**src/rtl/imm_gen_stage.sv**
```systemverilog
// Registered immediate-generation stage: decodes the immediate at capture and
// holds it in a main output register backed by one skid register.
module imm_gen_stage #(
  parameter int INST_WIDTH    = 32,
  parameter int IMM_SEL_WIDTH = 3,
  parameter int REG_WIDTH     = 32
) (
  input  logic                     clk,
  input  logic                     rst_n,
  input  logic                     flush,
  input  logic                     in_valid,
  output logic                     in_ready,
  input  logic [INST_WIDTH-1:0]    inst,
  input  logic [IMM_SEL_WIDTH-1:0] imm_sel,
  output logic                     out_valid,
  input  logic                     out_ready,
  output logic [REG_WIDTH-1:0]     imm_out,
  output logic [INST_WIDTH-1:0]    inst_out,
  output logic                     sel_err
);

  typedef enum logic [1:0] {
    EMPTY = 2'd0,
    HALF  = 2'd1,
    FULL  = 2'd2
  } state_t;

  localparam logic SH_MSB_EN = (REG_WIDTH == 64);

  state_t                 state, state_next;
  logic                   accept, drain;
  logic                   load_main, load_skid, move_skid;
  logic [31:0]            raw;
  logic                   err_calc;
  logic [REG_WIDTH-1:0]   imm_calc;
  logic [REG_WIDTH-1:0]   skid_imm;
  logic [INST_WIDTH-1:0]  skid_inst;
  logic                   skid_err;

  // Every format is first formed as a sign-correct 32-bit value; widening
  // to REG_WIDTH then only needs bit 31 replicated.
  always_comb begin
    raw      = '0;
    err_calc = 1'b0;
    case (imm_sel)
      3'd0: raw = {{20{inst[31]}}, inst[31:20]};
      3'd1: raw = {{20{inst[31]}}, inst[31:25], inst[11:7]};
      3'd2: raw = {{19{inst[31]}}, inst[31], inst[7], inst[30:25], inst[11:8], 1'b0};
      3'd3: raw = {{11{inst[31]}}, inst[31], inst[19:12], inst[20], inst[30:21], 1'b0};
      3'd4: raw = {inst[31:12], 12'b0};
      3'd5: raw = {27'b0, inst[19:15]};
      3'd6: raw = {26'b0, SH_MSB_EN & inst[25], inst[24:20]};
      default: err_calc = 1'b1;
    endcase
  end

  genvar gi;
  generate
    for (gi = 0; gi < REG_WIDTH; gi++) begin : g_ext
      if (gi < 32) begin : g_low
        assign imm_calc[gi] = raw[gi];
      end else begin : g_high
        assign imm_calc[gi] = raw[31];
      end
    end
  endgenerate

  // in_ready depends only on the state register, never on out_ready.
  assign in_ready  = (state != FULL);
  assign out_valid = (state != EMPTY);
  assign accept    = in_valid & in_ready;
  assign drain     = out_valid & out_ready;

  always_ff @(posedge clk or negedge rst_n) begin
    if (!rst_n) state <= EMPTY;
    else        state <= state_next;
  end

  always_comb begin
    state_next = state;
    load_main  = 1'b0;
    load_skid  = 1'b0;
    move_skid  = 1'b0;
    if (flush) begin
      state_next = EMPTY;
    end else begin
      case (state)
        EMPTY: begin
          if (accept) begin
            load_main  = 1'b1;
            state_next = HALF;
          end
        end
        HALF: begin
          if (accept && drain) begin
            load_main = 1'b1;
          end else if (accept) begin
            load_skid  = 1'b1;
            state_next = FULL;
          end else if (drain) begin
            state_next = EMPTY;
          end
        end
        FULL: begin
          if (drain) begin
            move_skid  = 1'b1;
            state_next = HALF;
          end
        end
        default: state_next = EMPTY;
      endcase
    end
  end

  always_ff @(posedge clk or negedge rst_n) begin
    if (!rst_n) begin
      imm_out   <= '0;
      inst_out  <= '0;
      sel_err   <= 1'b0;
      skid_imm  <= '0;
      skid_inst <= '0;
      skid_err  <= 1'b0;
    end else begin
      if (load_main) begin
        imm_out  <= imm_calc;
        inst_out <= inst;
        sel_err  <= err_calc;
      end else if (move_skid) begin
        imm_out  <= skid_imm;
        inst_out <= skid_inst;
        sel_err  <= skid_err;
      end
      if (load_skid) begin
        skid_imm  <= imm_calc;
        skid_inst <= inst;
        skid_err  <= err_calc;
      end
    end
  end

endmodule

```
**config.mk**
```make
export PLATFORM = sky130hd
export DESIGN_NAME = imm_gen_stage
export DESIGN_NICKNAME = d
export VERILOG_FILES = /design/src/rtl/imm_gen_stage.sv
export SDC_FILE = /design/constraint.sdc
export NUM_CORES = 1
export LEC_CHECK = 0
export CORE_AREA = 2 2 120 122
export CTS_BUF_LIST = sky130_fd_sc_hd__clkbuf_4
export DETAILED_ROUTE_END_ITERATION = 7
export DIE_AREA = 0 0 122 124
export PLACE_DENSITY = 0.68
export SYNTH_ARGS = -nofsm -noshare
export SYNTH_HDL_FRONTEND = slang
export SYNTH_SLANG_ARGS = --single-unit
```
**constraint.sdc**
```tcl
create_clock -name clk -period 3.1 [get_ports clk]
set_clock_uncertainty 0.2 [all_clocks]
set_input_delay 0.465 -clock clk [delete_from_list [all_inputs] [get_ports clk]]
set_output_delay 0.465 -clock clk [all_outputs]
set_load 0.02 [all_outputs]
```
==> impl_metrics.toml <==
[synth]
yosysSeqAreaShare = 0.557
synthCells = 536
async_reset_ff_frac = 1.00
syn_area_per_cell_um2 = 11.1
synth_edf_count = 0
postSynthNetCount = 576
yosys_register_bits = 132
yosysUniqueCellTypes = 33
synthFlopType = "dfrtp_1"
ys_warn_count = 0
syn_area_um2 = 5930

[global_routing]
grt_overflow = 0
grt_max_degree = 95
antenna_found_initial = 0
grt_first_pass_wirelength_um = 23300
grt_usage = 0.202
grt_pass1_vias = 4421

[job]
drv_cap = 0

[timing]
period_minus_slack_ns = 2.54
totalNegativeSetupSlack_ns = 0
worst-slew-pin-transition_ns = 1.03
fin_crit_sh = 0.821
relSlewSlack = 0.312
report.final.slew_viol_count = 0
setup_viol_count_final = 0
rsz0062_at_grt = "no"
hold_viol_final = 0
setup_ws_ns = 0.555
fmaxAchievable_ghz = 0.393

[cts]
cts_tree = "built"
clk_pin_slew_ns = 0.11
numCtsBuffers = 17
cts_htree_levels = 4
cts_resized = 0
cts.sinks = 132
clock_latency_ns = 0.55
cts_root_buffer = "clkbuf_4"
cts_buffer_depth = 2

[detailed_routing]
viasPerCell = 5.44
firstDrtPassIters = 5
drtIter0Drc = 454
drc_errors = 0
drt_wl_total_um = 14700
routedWlPerCell_um = 17.8
vias = 4497
antenna_left = 0

[finish]
fin_cells = 826
num_antenna_cells = 0
post-route-util = 0.539
area.growth.synth_to_final_pct = 24.7
drive_gt1_frac = 0.132
layout.nets = 673

[worst_setup_path]
path_max_fanout = 7
path_buf_inv = 1
crit_family = "buffers and inverters"
worstSetupPathType = "flop to output port"
crit_required_ns = 2.43
cp.arrival_ns = 1.88
crit_slowest_cell = "clkdlybuf4s50_1"
cp-start-kind = "flop"
crit_path_end_kind = "output port"
worstPathCellList = "or2_2 > clkdlybuf4s50_1"
slowest_delay_ns = 0.54

[floorplan]
die_area_um2 = 15100
die_w_um = 122
num_rows = 43
core_area_um2 = 13700
pin_count = 107
die_height_um = 124
start_util = 0.432

[power_and_ir_drop]
vdd_drop_max_uv = 286
power.leakage_uw = 0.00333
p_per_area_nw_per_um2 = 621

[worst_hold_path]
holdCritPathClass = "primary input to async pin"

[place]
dp_slack_ns = 0.227
gp_congestion = 0.773
dp_hpwl_um = 9600
io_buffers = 106
dp_cells = 793

[outcome]
status = "finished clean"
==> synthesized netlist by cell type (3+ instances only) <==
library cell | count | area [um2]
nor2b_1 | 22 | 138
buf_4 | 3 | 22.5
buf_2 | 23 | 115
a21o_1 | 4 | 30.0
a22oi_1 | 46 | 345
nand2_1 | 97 | 364
o21ai_0 | 38 | 190
mux2_4 | 22 | 330
clkbuf_1 | 10 | 37.5
o22a_1 | 8 | 70.1
and2b_1 | 3 | 22.5
mux2i_1 | 11 | 110
a211oi_1 | 19 | 143
dfrtp_1 | 132 | 3300
mux2_2 | 15 | 169
a22o_1 | 5 | 43.8
buf_6 | 7 | 78.8
a21oi_1 | 46 | 230
nand2b_1 | 8 | 50.1
==> worst paths after layout <==
check / cells after the start / slack (ns) / from / endpoint
worst max-delay path: 2 / 0.56 / state[1] / out_valid
worst min register to register: 2 / 0.29 / inst_out[0] / inst_out[0]
worst max register to register: 5 / 0.84 / state[1] / inst_out[26]
worst min-delay path: 2 / 0.20 / rst_n / state[1]
min in group clk: 2 / 0.29 / inst_out[0] / inst_out[0]
max in group asynchronous: 3 / 1.81 / rst_n / imm_out[17]
==> cell families after synthesis <==
kind of cell | Yosys count | share of synthesized area
AO/OA/AOI/OAI | 172 | 0.185
AND/OR/NAND/NOR | 140 | 0.110
flip-flops | 132 | 0.557
multiplexers | 48 | 0.103
buffers and inverters | 43 | 0.0428
XOR/XNOR | 1 | 0.00148
==> where the power goes <==
| part | leakage (uW) | switching [uW] | total [uW] | internal (uW) |
|---|---|---|---|---|
| logic | 0.00153 | 583 | 1220 | 634 |
| registers | 0.00165 | 218 | 2300 | 2090 |
| clock network | 0.000142 | 612 | 1060 | 453 |
| total | 0.00333 | 1410 | 4590 | 3170 |
==> sequential cells by signal, indices dropped and copies added (netlist names) <==
| signal | count |
|---|---|
| imm_out | 32 |
| inst_out | 32 |
| sel_err | 1 |
| skid_err | 1 |
| skid_imm | 32 |
| skid_inst | 32 |
| state | 2 |
==> final cells by class <==
cell class,instances,area [um2]
sequential,132,3300
clock inverter,15,121
multi-input combinational,361,2380
tap,180,225
timing repair buffer,121,1230
fill,1214,6330
clock buffer,17,128
==> repair_timing <==
action | in CTS | in global routing
hold buffers | 1 | 0
hold endpoints to repair | 81 | 0
setup buffers | 0 | 0
==> per-layer routing <==
layer	GRT usage	vias up	share of wire
li1	-	2104	-
met3	0.0472	12	0.059
met5	0	-	0
met4	0.0690	0	0.012
met2	0.326	145	0.50
met1	0.268	2236	0.43
==> placed cells by master (no fill, tap or decap), drive strengths merged, types with 2 or more instances in the layout <==
cell type | netlist | layout
a211oi | 19 | 19
a21o | 4 | 4
a21oi | 47 | 47
a22o | 5 | 5
a22oi | 46 | 46
and2 | 2 | 2
and2b | 3 | 3
buf | 33 | 15
bufinv | 0 | 2
clkbuf | 10 | 17
clkdlybuf4s50 | 0 | 105
clkinv | 0 | 12
dfrtp | 132 | 132
mux2 | 37 | 37
mux2i | 11 | 11
nand2 | 98 | 98
nand2b | 8 | 8
nor2 | 2 | 2
nor2b | 22 | 22
nor3b | 2 | 2
o21ai | 39 | 39
o22a | 8 | 8
o31ai | 2 | 2
==> stage by stage <==
| step | power, uW | hold slack, ns | area, um2 |
|---|---|---|---|
| after floorplan | 2980 | -0.0306 | 5930 |
| after global placement | 3510 | 0.209 | 7130 |
| after detailed placement | 3560 | 0.214 | 7130 |
| after CTS | 4630 | 0.172 | 7390 |
| after global routing | 4830 | 0.199 | 7390 |
| final | 4590 | 0.196 | 7390 |
==> worst reg2reg max path, delay by kind of cell (launching register included) <==
family	cells	cell delay, ns
AO/OA/AOI/OAI	1	0.78
flip-flops	1	0.49
AND/OR/NAND/NOR	3	0.40
buffers and inverters	1	0.33
Power figures use the tool's default switching activity.
